**src/rtl/writeback_unit_if.sv**
```systemverilog
// Writeback unit bus: issue-side instruction info, ALU result registers,
// register-file read ports, fetch redirect and the retire counter.
interface writeback_if #(
    parameter int NUM_REGS = 32,
    parameter int DATA_W   = 32,
    parameter int ADDR_W   = 16,
    parameter int INSTR_W  = 5
);
    localparam int RD_W = $clog2(NUM_REGS);

    logic               issue_en;
    logic [INSTR_W-1:0] issue_instr;
    logic [RD_W-1:0]    issue_rd;
    logic [ADDR_W-1:0]  issue_pc;
    logic [DATA_W-1:0]  issue_imm;

    logic [DATA_W-1:0]  alu_result;
    logic               alu_eq;

    logic [RD_W-1:0]    rs1_addr;
    logic [RD_W-1:0]    rs2_addr;
    logic [DATA_W-1:0]  rs1_data;
    logic [DATA_W-1:0]  rs2_data;

    logic               redirect;
    logic [ADDR_W-1:0]  redirect_pc;
    logic [31:0]        retire_count;

    // Issue/ALU side drives instructions and results, observes the unit.
    modport master (
        output issue_en, issue_instr, issue_rd, issue_pc, issue_imm,
        output alu_result, alu_eq, rs1_addr, rs2_addr,
        input  rs1_data, rs2_data, redirect, redirect_pc, retire_count
    );

    // The writeback unit itself.
    modport slave (
        input  issue_en, issue_instr, issue_rd, issue_pc, issue_imm,
        input  alu_result, alu_eq, rs1_addr, rs2_addr,
        output rs1_data, rs2_data, redirect, redirect_pc, retire_count
    );
endinterface

```
**src/rtl/writeback_unit.sv**
```systemverilog
// Writeback unit: holds the one-deep issue->commit pipeline register, owns the
// architectural register file, resolves jumps/branches into a fetch redirect,
// squashes the wrong-path instruction issued alongside a redirect, and counts
// committed instructions.
//
// Opcode encoding: ADD=0 SUB=1 MUL=2 DIV=3 ABS=4 SLT=5 SGT=6 SEQ=7 SNEZ=8
// MIN=9 ADDI=10 MULI=11 DIVI=12 SLLI=13 JAL=14 BEQZ=15; anything else commits
// without side effects.
module writeback_unit #(
    parameter int NUM_REGS = 32,
    parameter int DATA_W   = 32,
    parameter int ADDR_W   = 16,
    parameter int INSTR_W  = 5
) (
    input  logic     clk,
    input  logic     reset,
    writeback_if.slave bus
);
    localparam int RD_W = $clog2(NUM_REGS);

    localparam logic [INSTR_W-1:0] OP_SLLI = INSTR_W'(13);
    localparam logic [INSTR_W-1:0] OP_JAL  = INSTR_W'(14);
    localparam logic [INSTR_W-1:0] OP_BEQZ = INSTR_W'(15);

    // Pipeline register P
    logic               p_valid_q, p_valid_d;
    logic [INSTR_W-1:0] p_instr_q, p_instr_d;
    logic [RD_W-1:0]    p_rd_q,    p_rd_d;
    logic [ADDR_W-1:0]  p_pc_q,    p_pc_d;
    logic [DATA_W-1:0]  p_imm_q,   p_imm_d;

    // Architectural state
    logic [DATA_W-1:0]  regs_q [NUM_REGS];
    logic [DATA_W-1:0]  regs_d [NUM_REGS];
    logic [31:0]        retire_q, retire_d;

    // Commit-cycle decode
    logic               is_alu_write;
    logic               is_jal;
    logic               is_beqz;
    logic               wr_en;
    logic [DATA_W-1:0]  wr_data;
    logic [ADDR_W-1:0]  pc_plus_one;
    logic               redirect;
    logic [ADDR_W-1:0]  redirect_pc;

    // Decode the instruction in P against this cycle's ALU outputs.
    always_comb begin
        is_alu_write = 1'b0;
        is_jal       = 1'b0;
        is_beqz      = 1'b0;
        wr_en        = 1'b0;
        wr_data      = bus.alu_result;
        pc_plus_one  = p_pc_q + ADDR_W'(1);
        redirect     = 1'b0;
        redirect_pc  = '0;
        if (p_valid_q) begin
            is_alu_write = (p_instr_q <= OP_SLLI);
            is_jal       = (p_instr_q == OP_JAL);
            is_beqz      = (p_instr_q == OP_BEQZ);
            wr_en        = (is_alu_write || is_jal) && (p_rd_q != '0);
            if (is_jal) begin
                wr_data     = DATA_W'(pc_plus_one);
                redirect    = 1'b1;
                redirect_pc = ADDR_W'(bus.alu_result);
            end else if (is_beqz && bus.alu_eq) begin
                redirect    = 1'b1;
                redirect_pc = ADDR_W'(DATA_W'(p_pc_q) + p_imm_q);
            end
        end
    end

    // Next state: load P unless a redirect squashes the co-issued instruction,
    // apply the register write, and count the commit.
    always_comb begin
        p_valid_d = bus.issue_en && !redirect;
        p_instr_d = p_instr_q;
        p_rd_d    = p_rd_q;
        p_pc_d    = p_pc_q;
        p_imm_d   = p_imm_q;
        if (bus.issue_en) begin
            p_instr_d = bus.issue_instr;
            p_rd_d    = bus.issue_rd;
            p_pc_d    = bus.issue_pc;
            p_imm_d   = bus.issue_imm;
        end
        regs_d = regs_q;
        if (wr_en) begin
            regs_d[p_rd_q] = wr_data;
        end
        regs_d[0] = '0;
        retire_d  = retire_q + {31'd0, p_valid_q};
    end

    // State registers; reset aborts any in-flight commit.
    always_ff @(posedge clk or posedge reset) begin
        if (reset) begin
            p_valid_q <= 1'b0;
            p_instr_q <= '0;
            p_rd_q    <= '0;
            p_pc_q    <= '0;
            p_imm_q   <= '0;
            for (int i = 0; i < NUM_REGS; i++) begin
                regs_q[i] <= '0;
            end
            retire_q  <= '0;
        end else begin
            p_valid_q <= p_valid_d;
            p_instr_q <= p_instr_d;
            p_rd_q    <= p_rd_d;
            p_pc_q    <= p_pc_d;
            p_imm_q   <= p_imm_d;
            regs_q    <= regs_d;
            retire_q  <= retire_d;
        end
    end

    // Read port 1 with same-cycle bypass of the committing write.
    always_comb begin
        bus.rs1_data = '0;
        if (bus.rs1_addr != '0) begin
            if (wr_en && (bus.rs1_addr == p_rd_q)) begin
                bus.rs1_data = wr_data;
            end else begin
                bus.rs1_data = regs_q[bus.rs1_addr];
            end
        end
    end

    // Read port 2 with same-cycle bypass of the committing write.
    always_comb begin
        bus.rs2_data = '0;
        if (bus.rs2_addr != '0) begin
            if (wr_en && (bus.rs2_addr == p_rd_q)) begin
                bus.rs2_data = wr_data;
            end else begin
                bus.rs2_data = regs_q[bus.rs2_addr];
            end
        end
    end

    // Redirect and retire outputs.
    always_comb begin
        bus.redirect     = redirect;
        bus.redirect_pc  = redirect_pc;
        bus.retire_count = retire_q;
    end
endmodule
```
**src/flat_wrapper.sv**
```systemverilog
// flat-port wrapper written by rule: the top's interface ports become plain ports
module writeback_unit_flat 
#(
    parameter int NUM_REGS = 32,
    parameter int DATA_W   = 32,
    parameter int ADDR_W   = 16,
    parameter int INSTR_W  = 5
)
  (clk, reset, bus_issue_en, bus_issue_instr, bus_issue_rd, bus_issue_pc, bus_issue_imm, bus_alu_result, bus_alu_eq, bus_rs1_addr, bus_rs2_addr, bus_rs1_data, bus_rs2_data, bus_redirect, bus_redirect_pc, bus_retire_count);
  writeback_if #(.NUM_REGS(NUM_REGS), .DATA_W(DATA_W), .ADDR_W(ADDR_W), .INSTR_W(INSTR_W)) bus_i ();
  input  logic clk;
  input  logic reset;
  input wire logic [$bits(bus_i.issue_en)-1:0] bus_issue_en;
  input wire logic [$bits(bus_i.issue_instr)-1:0] bus_issue_instr;
  input wire logic [$bits(bus_i.issue_rd)-1:0] bus_issue_rd;
  input wire logic [$bits(bus_i.issue_pc)-1:0] bus_issue_pc;
  input wire logic [$bits(bus_i.issue_imm)-1:0] bus_issue_imm;
  input wire logic [$bits(bus_i.alu_result)-1:0] bus_alu_result;
  input wire logic [$bits(bus_i.alu_eq)-1:0] bus_alu_eq;
  input wire logic [$bits(bus_i.rs1_addr)-1:0] bus_rs1_addr;
  input wire logic [$bits(bus_i.rs2_addr)-1:0] bus_rs2_addr;
  output wire logic [$bits(bus_i.rs1_data)-1:0] bus_rs1_data;
  output wire logic [$bits(bus_i.rs2_data)-1:0] bus_rs2_data;
  output wire logic [$bits(bus_i.redirect)-1:0] bus_redirect;
  output wire logic [$bits(bus_i.redirect_pc)-1:0] bus_redirect_pc;
  output wire logic [$bits(bus_i.retire_count)-1:0] bus_retire_count;
  assign bus_i.issue_en = bus_issue_en;
  assign bus_i.issue_instr = bus_issue_instr;
  assign bus_i.issue_rd = bus_issue_rd;
  assign bus_i.issue_pc = bus_issue_pc;
  assign bus_i.issue_imm = bus_issue_imm;
  assign bus_i.alu_result = bus_alu_result;
  assign bus_i.alu_eq = bus_alu_eq;
  assign bus_i.rs1_addr = bus_rs1_addr;
  assign bus_i.rs2_addr = bus_rs2_addr;
  assign bus_rs1_data = bus_i.rs1_data;
  assign bus_rs2_data = bus_i.rs2_data;
  assign bus_redirect = bus_i.redirect;
  assign bus_redirect_pc = bus_i.redirect_pc;
  assign bus_retire_count = bus_i.retire_count;
  writeback_unit #(.NUM_REGS(NUM_REGS), .DATA_W(DATA_W), .ADDR_W(ADDR_W), .INSTR_W(INSTR_W)) u_core (.clk(clk), .reset(reset), .bus(bus_i));
endmodule
```
**config.mk**
```make
export PLATFORM = sky130hd
export DESIGN_NAME = writeback_unit_flat
export DESIGN_NICKNAME = d
export VERILOG_FILES = /design/src/rtl/writeback_unit_if.sv /design/src/rtl/writeback_unit.sv /design/src/flat_wrapper.sv
export SDC_FILE = /design/constraint.sdc
export NUM_CORES = 2
export LEC_CHECK = 0
export ABC_AREA = 0
export BUFFER_PORTS_ARGS = -buffer_cell sky130_fd_sc_hd__buf_4
export CORE_MARGIN = 2
export CORE_UTILIZATION = 28
export DETAILED_ROUTE_END_ITERATION = 10
export HOLD_SLACK_MARGIN = 0.15
export PLACE_DENSITY = 0.51
export SYNTH_ARGS = -nofsm -noshare
export SYNTH_HDL_FRONTEND = slang
export SYNTH_SLANG_ARGS = --single-unit
export TNS_END_PERCENT = 10
```
**constraint.sdc**
```tcl
create_clock -name clk -period 54.1 [get_ports clk]
set_clock_uncertainty 0.05 [all_clocks]
set_input_delay 5.41 -clock clk [delete_from_list [all_inputs] [get_ports clk]]
set_output_delay 5.41 -clock clk [all_outputs]
set_load 0.01 [all_outputs]
```
==> flow_metrics.env <==
export IMPL_async_flop_share_pct=100
export IMPL_coreArea_sq_mm=0.202
export IMPL_grt_pass1_vias=43625
export IMPL_final_cell_area_sq_mm=0.0639
export IMPL_setup_tns_ns=0
export IMPL_dr_pass1_iters=5
export IMPL_cts_sinks=1067
export IMPL_worst_ep_arrival_time_ns=10.13
export IMPL_worstHoldEndpoint="u_core.bus.retire_count[31]$_DFF_PP0_"
export IMPL_yosysWarnings=0
export IMPL_area_growth_pct=12.7
export IMPL_cts_root_buf="clkbuf_16"
export IMPL_io_pins=217
export IMPL_port_buffers=200
export IMPL_drtIter0Drc=4210
export IMPL_synth_area_top_cells="dfrtp_1 47%, mux4_2 13%, o21ai_0 8.6%, nand2_1 7.0%, mux2i_1 4.7%"
export IMPL_cts_setup_buffers=0
export IMPL_p_per_area_mw_per_mm2=43.7
export IMPL_fin_crit_ns=15.59
export IMPL_layout_cells_non_filler=8051
export IMPL_start_util_pct=28.1
export IMPL_synth_seq_cells=1067
export IMPL_timing_final_crit_share_pct=28.8
export IMPL_viasPerCell=5.42
export IMPL_layout_drive_gt1_share_pct=18.4
export IMPL_worst_r2r_path_depth=7
export IMPL_syn_inst=5411
export IMPL_ys_seq_area_share_pct=47.1
export IMPL_die_h_um=454
export IMPL_postRouteAntennaNets=0
export IMPL_regArea_sq_mm=0.0267
export IMPL_dp_cells=7833
export IMPL_hold_path_class="flop to flop"
export IMPL_utilization_pct=31.7
export IMPL_regToRegEndpoint="u_core.regs_q[183]$_DFFE_PP0P_"
export IMPL_grt_ovfl_total=0
export IMPL_antenna_found_initial=3
export IMPL_cts_tree="yes"
export IMPL_htree_levels=3
export IMPL_r2r_start="u_core.p_instr_q[2]$_DFFE_PP0P_"
export IMPL_cap_violations=0
export IMPL_hold_path_depth=1
export IMPL_status="finished, final reports clean"
export IMPL_cts_resized_gates=0
export IMPL_post_place_ws_ns=38.51
export IMPL_grt_max_degree=172
export IMPL_clk_pin_slew_ns=0.06
export IMPL_synth_top_area_share_pct=47.1
export IMPL_power_mw=2.80
export IMPL_start_kind="input port"
export IMPL_grt_pass1_wl_um=308000
export IMPL_dp_hpwl_um=119000
export IMPL_clockBufferDepth=3
export IMPL_multi_input_area_sq_mm=0.0275
export IMPL_nNetsFinal=5402
export IMPL_die_area_sq_mm=0.206
export IMPL_r2r_setup_slack_ns=50.53
export IMPL_finalHoldViolations=0
export IMPL_wire_per_inst_um=26.2
export IMPL_finalWirelength_um=211000
export IMPL_netlist_cell_type_count=76
export IMPL_rsz0062_at_grt="false"
export IMPL_worst_pin_slew_ns=1.18
export IMPL_netlist_top_cells_count="1067 x dfrtp_1, 1065 x nand2_1, 971 x o21ai_0"
export IMPL_peakVddDrop_mv=0.0283
export IMPL_synth_top_area_cell="dfrtp_1"
export IMPL_drc=0
export IMPL_syn_avg_cell_area_sq_um=10.5
export IMPL_fillers=20580
export IMPL_vias=43665
export IMPL_hold_start="u_core.bus.retire_count[31]$_DFF_PP0_"
export IMPL_critPathKind="input port to output port"
export IMPL_place_area_sq_mm=0.0600
export IMPL_max_slew_margin_pct=21.4
export IMPL_path_max_fanout=67
export IMPL_syn_nets=5534
export IMPL_hold_buffers=0
export IMPL_die_width_um=454
export IMPL_gp_congestion=0.803
export IMPL_clock_latency_ns=0.75
export IMPL_clock_fmax_mhz=64.1
export IMPL_end_kind="output port"
export IMPL_synth_edf_count=0
export IMPL_synth_flop_cell="dfrtp_1"
export IMPL_synth_most_common_cell="dfrtp_1"
export IMPL_track_usage_pct=20.2
export IMPL_row_count=165
export IMPL_report_final_slew_viol_count=0
export IMPL_p_leak_nw=27.7
export IMPL_critPathRequiredTime_ns=48.64
export IMPL_whs_ns=0.422
export IMPL_setup_slack_ns=38.51
export IMPL_setup_violations=0
export IMPL_numCtsBuffers=116
export IMPL_syn_area_sq_mm=0.0567
-- sequential cells by signal (all words and copies together), names as in the netlist --
name and count:
u_core.p_instr_q 5, u_core.p_valid_q 1, u_core.p_imm_q 16, u_core.p_pc_q 16, u_core.bus.retire_count 32, u_core.regs_q 992, u_core.p_rd_q 5
-- worst max-delay path, cell delays in order --
cell and delay [ns]:
buf_8 0.58, buf_4 0.73, buf_4 0.71, buf_4 0.82, mux4_2 0.59, a22o_1 0.26
o21ai_0 0.37, o221ai_1 0.32, buf_4 0.25
-- final cells by class --
class                      instances  area share [%]
antenna                            3          0.0117
clock buffer                     172            5.39
clock inverter                    43           0.808
inverter                          22           0.141
multi-input combinational       3769            43.0
sequential                      1067            41.8
tap                             2672            5.23
timing repair buffer             303            3.69
-- placed cells by master, fill, tap and decap left out, types with 39 or more instances in the layout --
master        n
clkbuf_16   116
o21ai_0     971
a221oi_1    125
dfrtp_1    1067
nand3_1      48
nor2_1      123
o21ai_1     161
mux4_2      318
a22oi_1      67
a21oi_1      68
nand2_1    1061
mux2_2       99
buf_4       294
mux2i_1     263
a221o_1      46
xnor2_1      39
-- kinds of logic (layout without fill, tap and decap cells) --
family / after synthesis / count (layout) / synth area share [%]
simple gates: 1399 / 1399 / 10.2
fa+ha+maj: 19 / 19 / 0.432
compound gates: 1596 / 1596 / 16.6
flops: 1067 / 1067 / 47.1
other cells: 0 / 3 / 0
mux: 693 / 693 / 19.7
xor+xnor: 62 / 62 / 0.957
buf+inv: 575 / 540 / 5.01
-- power by group --
group / internal (mW) / switching [mW] / total [mW]
Clock: 0.479 / 0.356 / 0.835
Sequential: 1.07 / 0.202 / 1.27
Combinational: 0.353 / 0.339 / 0.691
Total: 1.90 / 0.898 / 2.80
-- worst max-delay path by stage --
stage / slack, ns / from / to / cells after the start
finish: 38.51 / bus_rs2_addr[0] / bus_rs2_data[20] / 9
global route: 38.31 / bus_rs2_addr[0] / bus_rs2_data[20] / 9
CTS: 38.52 / bus_rs2_addr[0] / bus_rs2_data[20] / 9
detailed placement: 38.51 / bus_rs2_addr[0] / bus_rs2_data[20] / 9
global placement: 38.51 / bus_rs2_addr[0] / bus_rs2_data[20] / 9
floorplan: 18.60 / reset / u_core.bus.retire_count[0]$_DFF_PP0_ / 1
-- routing by layer --
metal  vias to the layer above  routed length (um)  global-route usage (%)
li1                      19506                   -                       -
met1                     22103               90800                    27.2
met2                      1652               96900                    32.3
met3                       400               15000                    4.05
met4                         4                7900                    7.23
met5                         -                  22                       0
(Power assumes the default switching activity.)
